--- src/rtl/camera_cfg_pkg.sv ---
// Shared types and constants for the OV7670 configuration sequencer.
package camera_cfg_pkg;

    typedef enum logic [2:0] {
        ST_IDLE,
        ST_FETCH,
        ST_DECODE,
        ST_SEND,
        ST_WAIT_DONE,
        ST_DELAY,
        ST_DONE
    } cfg_state_t;

    // Markers match on all 16 bits, so a word like 16'hFF05 is still a normal write.
    localparam logic [15:0] CFG_END   = 16'hFFFF;
    localparam logic [15:0] CFG_DELAY = 16'hFFF0;

    typedef struct packed {
        logic [7:0] reg_addr;
        logic [7:0] value;
    } cfg_word_t;

    function automatic cfg_word_t to_cfg_word(input logic [15:0] raw);
        return cfg_word_t'(raw);
    endfunction

endpackage

--- src/rtl/camera_config_sequencer_if.sv ---
// Write-request channel between the config sequencer and the SCCB master.
interface camera_config_sequencer_if;

    logic       o_sccb_valid;
    logic       i_sccb_ready;
    logic [7:0] o_sccb_reg;
    logic [7:0] o_sccb_data;
    logic       i_sccb_done;

    modport master (
        output o_sccb_valid,
        output o_sccb_reg,
        output o_sccb_data,
        input  i_sccb_ready,
        input  i_sccb_done
    );

    modport slave (
        input  o_sccb_valid,
        input  o_sccb_reg,
        input  o_sccb_data,
        output i_sccb_ready,
        output i_sccb_done
    );

endinterface

--- src/rtl/cfg_delay_timer.sv ---
// One-shot down counter: after a load it raises o_expired on its DELAY_CYCLES-th cycle.
module cfg_delay_timer #(
    parameter int DELAY_CYCLES = 1_000_000
) (
    input  logic i_clk,
    input  logic i_rst,
    input  logic i_load,
    output logic o_expired
);

    localparam int            CW         = $clog2(DELAY_CYCLES + 1);
    localparam logic [CW-1:0] LOAD_VALUE = CW'(DELAY_CYCLES - 1);

    if (DELAY_CYCLES < 1) begin : g_bad_delay
        $error("cfg_delay_timer: DELAY_CYCLES must be at least 1");
    end

    logic [CW-1:0] count_reg;
    logic          active_reg;

    always_ff @(posedge i_clk) begin
        if (i_rst) begin
            count_reg  <= '0;
            active_reg <= 1'b0;
        end else if (i_load) begin
            count_reg  <= LOAD_VALUE;
            active_reg <= 1'b1;
        end else if (active_reg) begin
            // Expiry is a single-cycle event; the timer idles until reloaded.
            if (count_reg == '0) begin
                active_reg <= 1'b0;
            end else begin
                count_reg <= count_reg - CW'(1);
            end
        end
    end

    assign o_expired = active_reg && (count_reg == '0);

endmodule

--- src/rtl/camera_config_sequencer.sv ---
// Walks the OV7670 config ROM from address 0 and issues one SCCB write per word,
// honouring the delay (16'hFFF0) and end (16'hFFFF) markers.
module camera_config_sequencer
    import camera_cfg_pkg::*;
#(
    parameter int DELAY_CYCLES = 1_000_000,
    parameter int ROM_LATENCY  = 2,
    parameter int MAX_ADDR     = 255
) (
    input  logic                             i_clk,
    input  logic                             i_rst,
    input  logic                             i_start,
    output logic [7:0]                       o_rom_addr,
    input  logic [15:0]                      i_rom_data,
    camera_config_sequencer_if.master        sccb,
    output logic                             o_busy,
    output logic                             o_done
);

    localparam int            FW         = (ROM_LATENCY > 1) ? $clog2(ROM_LATENCY) : 1;
    localparam logic [FW-1:0] FETCH_LAST = FW'(ROM_LATENCY - 1);
    localparam logic [7:0]    LAST_ADDR  = 8'(MAX_ADDR);

    if (ROM_LATENCY < 1) begin : g_bad_latency
        $error("camera_config_sequencer: ROM_LATENCY must be at least 1");
    end

    cfg_state_t    state_reg, state_next;
    logic [7:0]    addr_reg, addr_next;
    logic [FW-1:0] fetch_cnt_reg, fetch_cnt_next;
    cfg_word_t     word_reg, word_next;
    logic          valid_reg, valid_next;
    logic [7:0]    reg_addr_reg, reg_addr_next;
    logic [7:0]    value_reg, value_next;
    logic          busy_reg, busy_next;
    logic          done_reg, done_next;

    logic          timer_load;
    logic          timer_expired;
    logic          fetch_last;
    logic          accept;
    logic          advance;
    logic          at_last_addr;
    logic [15:0]   word_raw;

    cfg_delay_timer #(
        .DELAY_CYCLES (DELAY_CYCLES)
    ) u_delay_timer (
        .i_clk     (i_clk),
        .i_rst     (i_rst),
        .i_load    (timer_load),
        .o_expired (timer_expired)
    );

    assign word_raw     = word_reg;
    assign fetch_last   = (fetch_cnt_reg == FETCH_LAST);
    assign accept       = valid_reg && sccb.i_sccb_ready;
    assign at_last_addr = (addr_reg == LAST_ADDR);
    // Done pulses outside WAIT_DONE fall through here and are dropped.
    assign advance      = ((state_reg == ST_WAIT_DONE) && sccb.i_sccb_done) ||
                          ((state_reg == ST_DELAY) && timer_expired);

    always_ff @(posedge i_clk) begin
        if (i_rst) begin
            state_reg     <= ST_IDLE;
            addr_reg      <= '0;
            fetch_cnt_reg <= '0;
            word_reg      <= '0;
            valid_reg     <= 1'b0;
            reg_addr_reg  <= '0;
            value_reg     <= '0;
            busy_reg      <= 1'b0;
            done_reg      <= 1'b0;
        end else begin
            state_reg     <= state_next;
            addr_reg      <= addr_next;
            fetch_cnt_reg <= fetch_cnt_next;
            word_reg      <= word_next;
            valid_reg     <= valid_next;
            reg_addr_reg  <= reg_addr_next;
            value_reg     <= value_next;
            busy_reg      <= busy_next;
            done_reg      <= done_next;
        end
    end

    always_comb begin
        state_next = state_reg;
        case (state_reg)
            ST_IDLE, ST_DONE: begin
                if (i_start) state_next = ST_FETCH;
            end
            ST_FETCH: begin
                if (fetch_last) state_next = ST_DECODE;
            end
            ST_DECODE: begin
                if (word_raw == CFG_END)        state_next = ST_DONE;
                else if (word_raw == CFG_DELAY) state_next = ST_DELAY;
                else                            state_next = ST_SEND;
            end
            ST_SEND: begin
                if (accept) state_next = ST_WAIT_DONE;
            end
            ST_WAIT_DONE, ST_DELAY: begin
                if (advance) state_next = at_last_addr ? ST_DONE : ST_FETCH;
            end
            default: state_next = ST_IDLE;
        endcase
    end

    always_comb begin
        addr_next      = addr_reg;
        fetch_cnt_next = fetch_cnt_reg;
        word_next      = word_reg;
        valid_next     = valid_reg;
        reg_addr_next  = reg_addr_reg;
        value_next     = value_reg;
        busy_next      = busy_reg;
        done_next      = done_reg;
        timer_load     = 1'b0;
        case (state_reg)
            ST_IDLE, ST_DONE: begin
                if (i_start) begin
                    addr_next      = '0;
                    fetch_cnt_next = '0;
                    busy_next      = 1'b1;
                    done_next      = 1'b0;
                end
            end
            ST_FETCH: begin
                // The word is latched on the edge the ROM output becomes valid.
                if (fetch_last) begin
                    word_next = to_cfg_word(i_rom_data);
                end else begin
                    fetch_cnt_next = fetch_cnt_reg + FW'(1);
                end
            end
            ST_DECODE: begin
                if (word_raw == CFG_END) begin
                    busy_next = 1'b0;
                    done_next = 1'b1;
                end else if (word_raw == CFG_DELAY) begin
                    timer_load = 1'b1;
                end else begin
                    reg_addr_next = word_reg.reg_addr;
                    value_next    = word_reg.value;
                    valid_next    = 1'b1;
                end
            end
            ST_SEND: begin
                if (accept) valid_next = 1'b0;
            end
            ST_WAIT_DONE, ST_DELAY: begin
                // The last address ends the run in place; the address never wraps.
                if (advance) begin
                    if (at_last_addr) begin
                        busy_next = 1'b0;
                        done_next = 1'b1;
                    end else begin
                        addr_next      = addr_reg + 8'd1;
                        fetch_cnt_next = '0;
                    end
                end
            end
            default: ;
        endcase
    end

    assign o_rom_addr       = addr_reg;
    assign sccb.o_sccb_valid = valid_reg;
    assign sccb.o_sccb_reg  = reg_addr_reg;
    assign sccb.o_sccb_data = value_reg;
    assign o_busy           = busy_reg;
    assign o_done           = done_reg;

endmodule

--- src/flat_wrapper.sv ---
// flat-port wrapper written by rule: the top's interface ports become plain ports
module camera_config_sequencer_flat import camera_cfg_pkg::*;
#(
    parameter int DELAY_CYCLES = 1_000_000,
    parameter int ROM_LATENCY  = 2,
    parameter int MAX_ADDR     = 255
)
  (i_clk, i_rst, i_start, o_rom_addr, i_rom_data, o_busy, o_done, sccb_o_sccb_valid, sccb_o_sccb_reg, sccb_o_sccb_data, sccb_i_sccb_ready, sccb_i_sccb_done);
  camera_config_sequencer_if sccb_i ();
  input  logic i_clk;
  input  logic i_rst;
  input  logic i_start;
  output logic [7:0] o_rom_addr;
  input  logic [15:0] i_rom_data;
  output logic o_busy;
  output logic o_done;
  output wire logic [$bits(sccb_i.o_sccb_valid)-1:0] sccb_o_sccb_valid;
  output wire logic [$bits(sccb_i.o_sccb_reg)-1:0] sccb_o_sccb_reg;
  output wire logic [$bits(sccb_i.o_sccb_data)-1:0] sccb_o_sccb_data;
  input wire logic [$bits(sccb_i.i_sccb_ready)-1:0] sccb_i_sccb_ready;
  input wire logic [$bits(sccb_i.i_sccb_done)-1:0] sccb_i_sccb_done;
  assign sccb_o_sccb_valid = sccb_i.o_sccb_valid;
  assign sccb_o_sccb_reg = sccb_i.o_sccb_reg;
  assign sccb_o_sccb_data = sccb_i.o_sccb_data;
  assign sccb_i.i_sccb_ready = sccb_i_sccb_ready;
  assign sccb_i.i_sccb_done = sccb_i_sccb_done;
  camera_config_sequencer #(.DELAY_CYCLES(DELAY_CYCLES), .ROM_LATENCY(ROM_LATENCY), .MAX_ADDR(MAX_ADDR)) u_core (.i_clk(i_clk), .i_rst(i_rst), .i_start(i_start), .o_rom_addr(o_rom_addr), .i_rom_data(i_rom_data), .sccb(sccb_i), .o_busy(o_busy), .o_done(o_done));
endmodule
--- config.mk ---
export PLATFORM = sky130hd
export DESIGN_NAME = camera_config_sequencer_flat
export DESIGN_NICKNAME = d
export VERILOG_FILES = /design/src/rtl/camera_cfg_pkg.sv /design/src/rtl/camera_config_sequencer_if.sv /design/src/rtl/cfg_delay_timer.sv /design/src/rtl/camera_config_sequencer.sv /design/src/flat_wrapper.sv
export SDC_FILE = /design/constraint.sdc
export NUM_CORES = 1
export LEC_CHECK = 0
export BUFFER_PORTS_ARGS = -buffer_cell sky130_fd_sc_hd__buf_4
export CAP_MARGIN = 5
export CORE_MARGIN = 1.5
export CORE_UTILIZATION = 59
export CTS_BUF_LIST = sky130_fd_sc_hd__clkbuf_4 sky130_fd_sc_hd__clkbuf_8
export DETAILED_ROUTE_END_ITERATION = 12
export GPL_ROUTABILITY_DRIVEN = 0
export PLACE_DENSITY = 0.92
export SLEW_MARGIN = 25
export SYNTH_ARGS = -nofsm -noshare
export SYNTH_HDL_FRONTEND = slang
export SYNTH_HIERARCHICAL = 1
export SYNTH_SLANG_ARGS = --single-unit
--- constraint.sdc ---
create_clock -name i_clk -period 2.9 [get_ports i_clk]
set_input_delay 0.145 -clock i_clk [delete_from_list [all_inputs] [get_ports i_clk]]
set_output_delay 0.145 -clock i_clk [all_outputs]
set_load 0.05 [all_outputs]
---- Word level (Yosys, flattened, before mapping) ----
Cells that the tools add are included.
word-level totals
  logic and storage cells ................. 101
  register bits ........................... 68
  input bits .............................. 21
  memories ................................ 0
  bits in latches ......................... 0
  ROM bits ................................ 0
  output and inout port bits .............. 27
  RAM bits ................................ 0
cells by class
  $add $sub $neg .......................... 3
  $lt $le $gt $ge ......................... 0
  divide/modulo/power cells ............... 0
  mux-type cells .......................... 39
  shift operators ......................... 0
  $mul .................................... 0
  bitwise operators ....................... 3
  reduce and logical (&&, ||, !) cells .... 24
  equal/unequal tests ..................... 19
operator list
  cell                     count
  $mux W20                 3
  $eq A16 B16 Y1 const B   2
  $mux W8                  3
  $mux W3                  7
  $logic_not A20 Y1        1
  $mux W1                  20
  $sub A20 B1 Y20 const B  1
  $pmux W8 S2              1
  $reduce_and A4 Y1        4
  $pmux W3 S5              1
  $ne A2 B1 Y1 const B     6
  $eq A3 B3 Y1 const B     3
  $pmux W1 S3              3
  $add A8 B1 Y8 const B    1
  $eq A8 B8 Y1 const B     1
  $ne A2 B2 Y1 const B     4
  $eq A3 B2 Y1 const B     2
  $reduce_and A2 Y1        3
  $reduce_bool A2 Y1       3
  $reduce_bool A3 Y1       2
  $reduce_or A2 Y1         3
  $reduce_and A5 Y1        1
  $logic_and A1 B1 Y1      4
  $eq A3 B1 Y1 const B     1
  other kinds (6)          8

---- Depth between registers and ports, before layout ----
Gate-level depths: netlist (run 1).
  depth in word-level cells ............... 6
  gate-level depth with buffers ........... 8
  gate-level depth less buffers ........... 7

---- By module ----
Netlist (run 1), hierarchy kept.
modules (own cells, without submodules)
  module                   cells each  area an instance (µm²)  sequential area each (µm²)  times used
  camera_config_sequencer  272         2247.2                  940.9                       1
  cfg_delay_timer          145         1251.2                  420.4                       1

---- Worst setup path before layout (run 1) ----
Ideal clock, no wire load.
  path type ............................... register -> register
  from .................................... reg u_core.state_reg[1]
  to ...................................... reg u_core.u_delay_timer.count_reg[2]
  arrival ................................. 2270 ps
  setup slack ............................. 538 ps
  buffers on the path ..................... 2
  stages on the path, launching flop included .. 9
  clock period less this slack ............ 2362 ps
  data required time ...................... 2808 ps
  setup time .............................. 92 ps
  path through ............................ dfxtp_1 or3b_1 clkbuf_1 or4_1 nor2_1 clkbuf_1 nor2_1 and3_1 nor4_1
on the way
  word-level cells in the longest chain between the ends .. 4
  elaborated cells between the ends (all ways) .. 6
  those cells by class .................... eq/ne: 2; mux: 2; reduce/logical: 2
RTL lines
  element                                                              line                            text
  start, declared                                                      camera_config_sequencer.sv:28   cfg_state_t state_reg, state_next;
  start signal, assigned                                               camera_config_sequencer.sv:75   state_reg <= state_next;
  $eq A3 B2 Y1 *                                                       camera_config_sequencer.sv:121  case (state_reg)
  $mux W1 *                                                            camera_config_sequencer.sv:121
  net u_core.timer_load                                                camera_config_sequencer.sv:38   logic timer_load;
  $ne A2 B1 Y1 (no line) / $reduce_bool A2 Y1 (equally long branches)  n/a
  $reduce_and A2 Y1 (no line)                                          n/a
  end signal, assigned                                                 cfg_delay_timer.sv:33           count_reg <= count_reg - CW'(1);
  end, declared                                                        cfg_delay_timer.sv:18           logic [CW-1:0] count_reg;
Mark *: on every way through the listed nets, which the timed path passes. The rest lies on a longest branch.
A chain may end at the register's enable or synchronous reset.

---- Final worst setup path (run 1) ----
  from .................................... reg u_core.u_delay_timer.count_reg[19]
  to ...................................... reg u_core.state_reg[0]
on the way
  word-level cells in the longest chain between the ends .. 6
RTL lines
  element                      line                           text
  $logic_not A20 Y1            cfg_delay_timer.sv:38          assign o_expired = active_reg && (count_reg == '0);
  $logic_and A1 B1 Y1          cfg_delay_timer.sv:38
  net u_core.timer_expired     camera_config_sequencer.sv:39  logic timer_expired;
  $logic_and A1 B1 Y1          camera_config_sequencer.sv:61  ((state_reg == ST_DELAY) && timer_expired);
  $logic_or A1 B1 Y1           camera_config_sequencer.sv:60  assign advance = ((state_reg == ST_WAIT_DONE) && sccb.i_sccb_done) ||
  $ne A2 B1 Y1 (no line)       n/a
  $reduce_and A4 Y1 (no line)  n/a
The timed path passes the listed nets, and every way through them passes these cells.

==> flow_summary.ini, run 1 <==
[status]
status = finished, final reports clean

[timing]
holdWs_ps = 47.9
tns_ps = 0
setup_slack_ps = 388
rsz0062_at_grt = no
finalHoldViolCount = 0
max_slew.worst_pin.slew_ps = 719
max_freq_ghz = 0.398
slew_headroom_pct = 51.9
min_period_ps = 2510
finalSetupViolations = 0
skew_ps = 9.76
slew_violations = 0
period_share_pct = 86.6

[clock_tree]
cts_root_buffer = clkbuf_8
clock_sinks = 68
path_clk_slew_ps = 80
cts_buffers = 9
insertion_delay_ps = 350
htreeDepth = 3
cts.path.max_buffers = 2
cts_tree = yes
hold_buffers = 0
cts_resized = 0
cts_setup_buffers = 0

[floorplan]
ios = 48
start_util_pct = 62.4
rows = 27
die_w_um = 80
core_um2 = 5610
die_h_um = 80
die-area_um2 = 6400

[placement]
dp_worst_setup_slack_ps = 552
portBuffers = 47
place_hpwl_um = 5630

[final_layout]
multi_input_area_um2 = 1970
post-route-util_pct = 73.4
regArea_um2 = 1360
layout-drive-gt1-share_pct = 18.5
nFillCells = 401
antennaDiodeCount = 0
syn_to_final_growth_pct = 17.7
nNetsFinal = 484
largest_register_ffs = 20

[synthesis]
synth_xor_area_share_pct = 0
synth_top_family_by_area = simple AND/OR/NAND/NOR gates
synthFlopType = dfxtp_1
synth_nets = 440
synth.avg_cell_area_um2 = 8.39
ys_warn_count = 6
synthCells = 417
syn_area_um2 = 3500
synth_edf_count = 0
synth_top_area_share_pct = 38.9
synthAdderAreaFrac_pct = 0.715
yosys.cell_types.count = 64
ys_seq_area_share_pct = 38.9
yosys.cell_count.top_type = nand2_1
synth_mux_area_share_pct = 6.29
async_reset_ff_share_pct = 0
yosysTopAreaCell = dfxtp_1
synth-simple-area-share_pct = 31.1
synth.top_cells.by_count = 85 x nand2_1, 68 x dfxtp_1, 24 x a21oi_1
synth-compound-area-share_pct = 18.3
ys_ff_latch = 68
ys_top_cells_by_area = dfxtp_1 39%, nand2_1 9.1%, mux2i_1 6.3%

[drt]
vias = 3428
drtPass1Iterations = 8
wl_per_cell_um = 16.2
drc = 0
viasPerCell = 6.37
dr.first_iter.drc_count = 478
drtAntennaViolNets = 0
routed_wl_um = 8700

[power_and_ir_drop]
combPwrFrac_pct = 22.3
ir_drop_mv = 0.386
clkPwrFrac_pct = 36.0
power.density_nw_per_um2 = 586
power.switching_w = 0.000747
p_int_w = 0.00167
p_sw_share_pct = 31.0
power.leakage_nw = 1.48
totalPowerFinal_w = 0.00241
sequentialPowerShare_pct = 41.6

[min_path]
hp-class = in -> reg

[global_route]
track_usage_pct = 29.1
grt_max_degree = 47
grt_antenna_before_repair = 0
grt_pass1_wl_um = 14700
grt_pass1_vias = 3224
grt-ovfl-total = 0

[critical_path]
path_max_fanout = 10
end_kind = flip-flop
start_kind = flip-flop
worst_ep_arrival_time_ps = 2750
crit_type = reg -> reg
required_ps = 3140

[flow_run]
maxCapViolCount = 0
final cells by class:
| class | count | area share (%) |
|---|---|---|
| multi-input cells | 312 | 47.9 |
| repair buffers | 55 | 10.0 |
| well taps | 72 | 2.19 |
| inverters | 15 | 1.37 |
| flip-flops and latches | 68 | 33.1 |
| clock buffers | 9 | 3.01 |
| clock inverters | 7 | 2.43 |
cell families after synthesis:
family                     after synthesis
and+or+nand+nor                        201
AOI/OAI and AO/OA                       87
DFF                                     68
buffers and inverters                   37
muxes                                   22
adders and majority gates                2
routing by layer:
metal / routed length, um / track usage [%] / vias up
met5: 0 / 0 / -
met4: 186 / 14.5 / 0
met3: 614 / 5.60 / 28
met2: 4180 / 47.6 / 163
met1: 3720 / 36.5 / 1587
li1: - / - / 1650
final timing paths:
check	start	end	slack, ps	cells past startpoint
max	u_core/u_delay_timer/count_reg[19]	u_core/state_reg[0]	390	6
max reg2reg	u_core/u_delay_timer/count_reg[19]	u_core/state_reg[0]	390	6
min	i_rom_data[0]	u_core/word_raw[0]	50	3
min reg2reg	u_core/sccb.o_sccb_data[6]	u_core/sccb.o_sccb_data[6]	460	2
layout by cell type (no fill, tap or decap), types with 3 or more instances in the layout:
cell type and instances:
inv_2 3, a211oi_1 3, and3_1 3, inv_1 10, o21ai_0 5, buf_4 55
nand3_1 10, nor2_1 13, nor4_1 12, o31ai_1 7, nand4_1 18, o211ai_1 8
a31oi_1 7, or3_1 9, a311oi_1 4, a21oi_1 24, nand2_1 85, nand3b_1 3
clkinvlp_4 3, nand2b_1 4, clkbuf_8 9, a2111oi_0 3, or4_1 6, nor2b_1 6
nor3_1 9, nor3b_1 5, o311ai_0 3, mux2i_1 22, dfxtp_1 68, and2_1 3
power groups by stage:
stage	Sequential, W	Combinational, W	Clock, W
CTS	0.00100	0.000530	0.000881
finish	0.00100	0.000539	0.000870
detailed placement	0.00103	0.000520	0
floorplan	0.00106	0.000376	0
global placement	0.00102	0.000512	0
global route	0.00101	0.000579	0.000923
through the flow:
stage          area (um^2)  cells
6_report              4120    538
5_1_grt               4120    538
4_1_cts               4120    538
3_5_place_dp          3890    522
3_3_place_gp          3890    522
2_1_floorplan         3500    417
critical path, stage by stage, from the launching register on:
cell and delay [ps]:
dfxtp_1 340, or4_1 590, nor3_1 290, and4_1 380, nand3b_1 360, a31oi_1 170
a22o_1 260
Note: power is estimated with default switching activity, not from simulation.
==> inputs of run 2 (changes only) <==
- CAP_MARGIN: 5 -> 40
- CORE_UTILIZATION: 59 -> 39
- HOLD_SLACK_MARGIN: not set -> 0.1
- PLACE_DENSITY: 0.92 -> 0.68
==> flow_summary.ini, run 2 (synthesized netlist as in run 1, its figures left out) <==
[critical_path]
crit_type = reg -> reg
r2r_end = u_core/u_delay_timer/count_reg[2]
worst_ep_arrival_time_ps = 2740
path_cells = or3b_1, or4_1, nor2_1, buf_4, nor2_1, and3_1, nor4_1
slowest_delay_ps = 520
timing.rr.start = u_core/state_reg[0]
path_max_fanout = 22
path_delay_family = simple AND/OR/NAND/NOR gates
cp_num_buf_inv = 1
startpoint = u_core/state_reg[0]
start_kind = flip-flop
worstRegToRegCells = 7
required_ps = 3150
ff2ff_setup_slack_ps = 420
cp_slowest_cell = or3b_1
critPathMostFrequentCell = nor2_1
end_kind = flip-flop

[global_route]
grt-ovfl-total = 0
grt_max_degree = 47
track_usage_pct = 18.7
grt_antenna_before_repair = 0
grt_pass1_wl_um = 14900
grt_pass1_vias = 3154

[placement]
place_hpwl_um = 5870
portBuffers = 47
dp_worst_setup_slack_ps = 437

[drt]
drtAntennaViolNets = 0
vias = 3302
drtPass1Iterations = 4
routed_wl_um = 8680
wl_per_cell_um = 14.7
dr.first_iter.drc_count = 216
viasPerCell = 5.60
drc = 0

[power_and_ir_drop]
power.density_nw_per_um2 = 550
clkPwrFrac_pct = 34.6
power.leakage_nw = 1.54
p_sw_share_pct = 32.5
totalPowerFinal_w = 0.00237
sequentialPowerShare_pct = 43.0
p_int_w = 0.00160
power.switching_w = 0.000769
ir_drop_mv = 0.249
combPwrFrac_pct = 22.4

[clock_tree]
insertion_delay_ps = 350
htreeDepth = 3
cts_root_buffer = clkbuf_8
path_clk_slew_ps = 80
cts_buffers = 9
clock_sinks = 68
cts.path.max_buffers = 2
cts_tree = yes

[status]
status = finished, final reports clean

[floorplan]
die_h_um = 97.7
die-area_um2 = 9550
core_um2 = 8720
rows = 34
ios = 48
start_util_pct = 40.1
die_w_um = 97.7

[timing]
tns_ps = 0
max_slew.worst_pin.slew_ps = 746
slew_violations = 0
finalSetupViolations = 0
slew_headroom_pct = 50.2
min_period_ps = 2480
rsz0062_at_grt = no
period_share_pct = 85.6
max_freq_ghz = 0.403
skew_ps = 10.8
finalHoldViolCount = 0
setup_slack_ps = 416

[final_layout]
nNetsFinal = 500
layout-drive-gt1-share_pct = 17.8
syn_to_final_growth_pct = 23.0
antennaDiodeCount = 0
largest_register_ffs = 20
final_common_cell = nand2_1
final_cell_mix = 85 x nand2_1, 68 x dfxtp_1, 55 x buf_4

[min_path]
hold_depth = 3
hold_end = u_core/o_busy
hp-class = in -> reg
hp-start = i_start

[flow_run]
maxCapViolCount = 0
run 2: changes by cell type in the layout (fill, tap and decap cells not counted), sizes merged:
cell	delta
bufinv	-1
inv	+3
dlygate4sd3	+16
clkinvlp	-1
clkinv	-1
run 2: per-stage QoR:
step / instance area (um^2) / util (%) / hold WS (ps) / instances
final: 4300 / 49.4 / 138 / 590
after floorplan: 3500 / - / 281 / 417
after CTS: 4300 / 49.4 / 118 / 590
after detailed placement: 3940 / 45.2 / 406 / 558
after global routing: 4300 / 49.4 / 156 / 590
after global placement: 3940 / 45.2 / 401 / 558
run 2: area by class of cell:
class,instances,area (um^2)
clock buffer,9,124
clock inverter,7,82.6
fill,799,4420
sequential,68,1360
multi-input combinational,312,1970
tap,108,135
inverter,15,56.3
timing repair buffer,71,573
run 2: power by group through the flow:
stage	clock, W	combinational [W]	sequential, W
floorplan	0	0.000376	0.00106
finish	0.000819	0.000529	0.00102
global route	0.000879	0.000578	0.00103
CTS	0.000833	0.000528	0.00102
detailed placement	0	0.000510	0.00104
global placement	0	0.000505	0.00104
run 2: what timing repair did:
item / CTS / global route
hold buffers: 16 / 0
gates resized for setup: 0 / 0
endpoints found under the setup margin: 0 / 0
buffers inserted: 0 / 0
hold endpoints to repair: 16 / 0
run 2: worst max path at each step:
stage	to	slack [ps]	cells past startpoint
2_1_floorplan	u_core/u_delay_timer/count_reg[2]	540	8
3_3_place_gp	u_core/u_delay_timer/count_reg[2]	510	7
3_5_place_dp	u_core/u_delay_timer/count_reg[2]	440	7
4_1_cts	u_core/u_delay_timer/count_reg[2]	420	7
5_1_grt	u_core/u_delay_timer/count_reg[17]	220	7
6_report	u_core/u_delay_timer/count_reg[2]	420	7
run 2: tightest hold or removal path, cell delays in order:
cell,delay (ps)
buf_4,120
a21oi_1,120
a211oi_1,50
run 2: layer usage:
layer / GRT usage (%) / vias to the layer above / part of all wire, %
li1: - / 1682 / -
met1: 25.4 / 1512 / 47
met2: 30.3 / 98 / 46
met3: 3.02 / 10 / 5.1
met4: 6.70 / 0 / 1.4
met5: 0 / - / 0
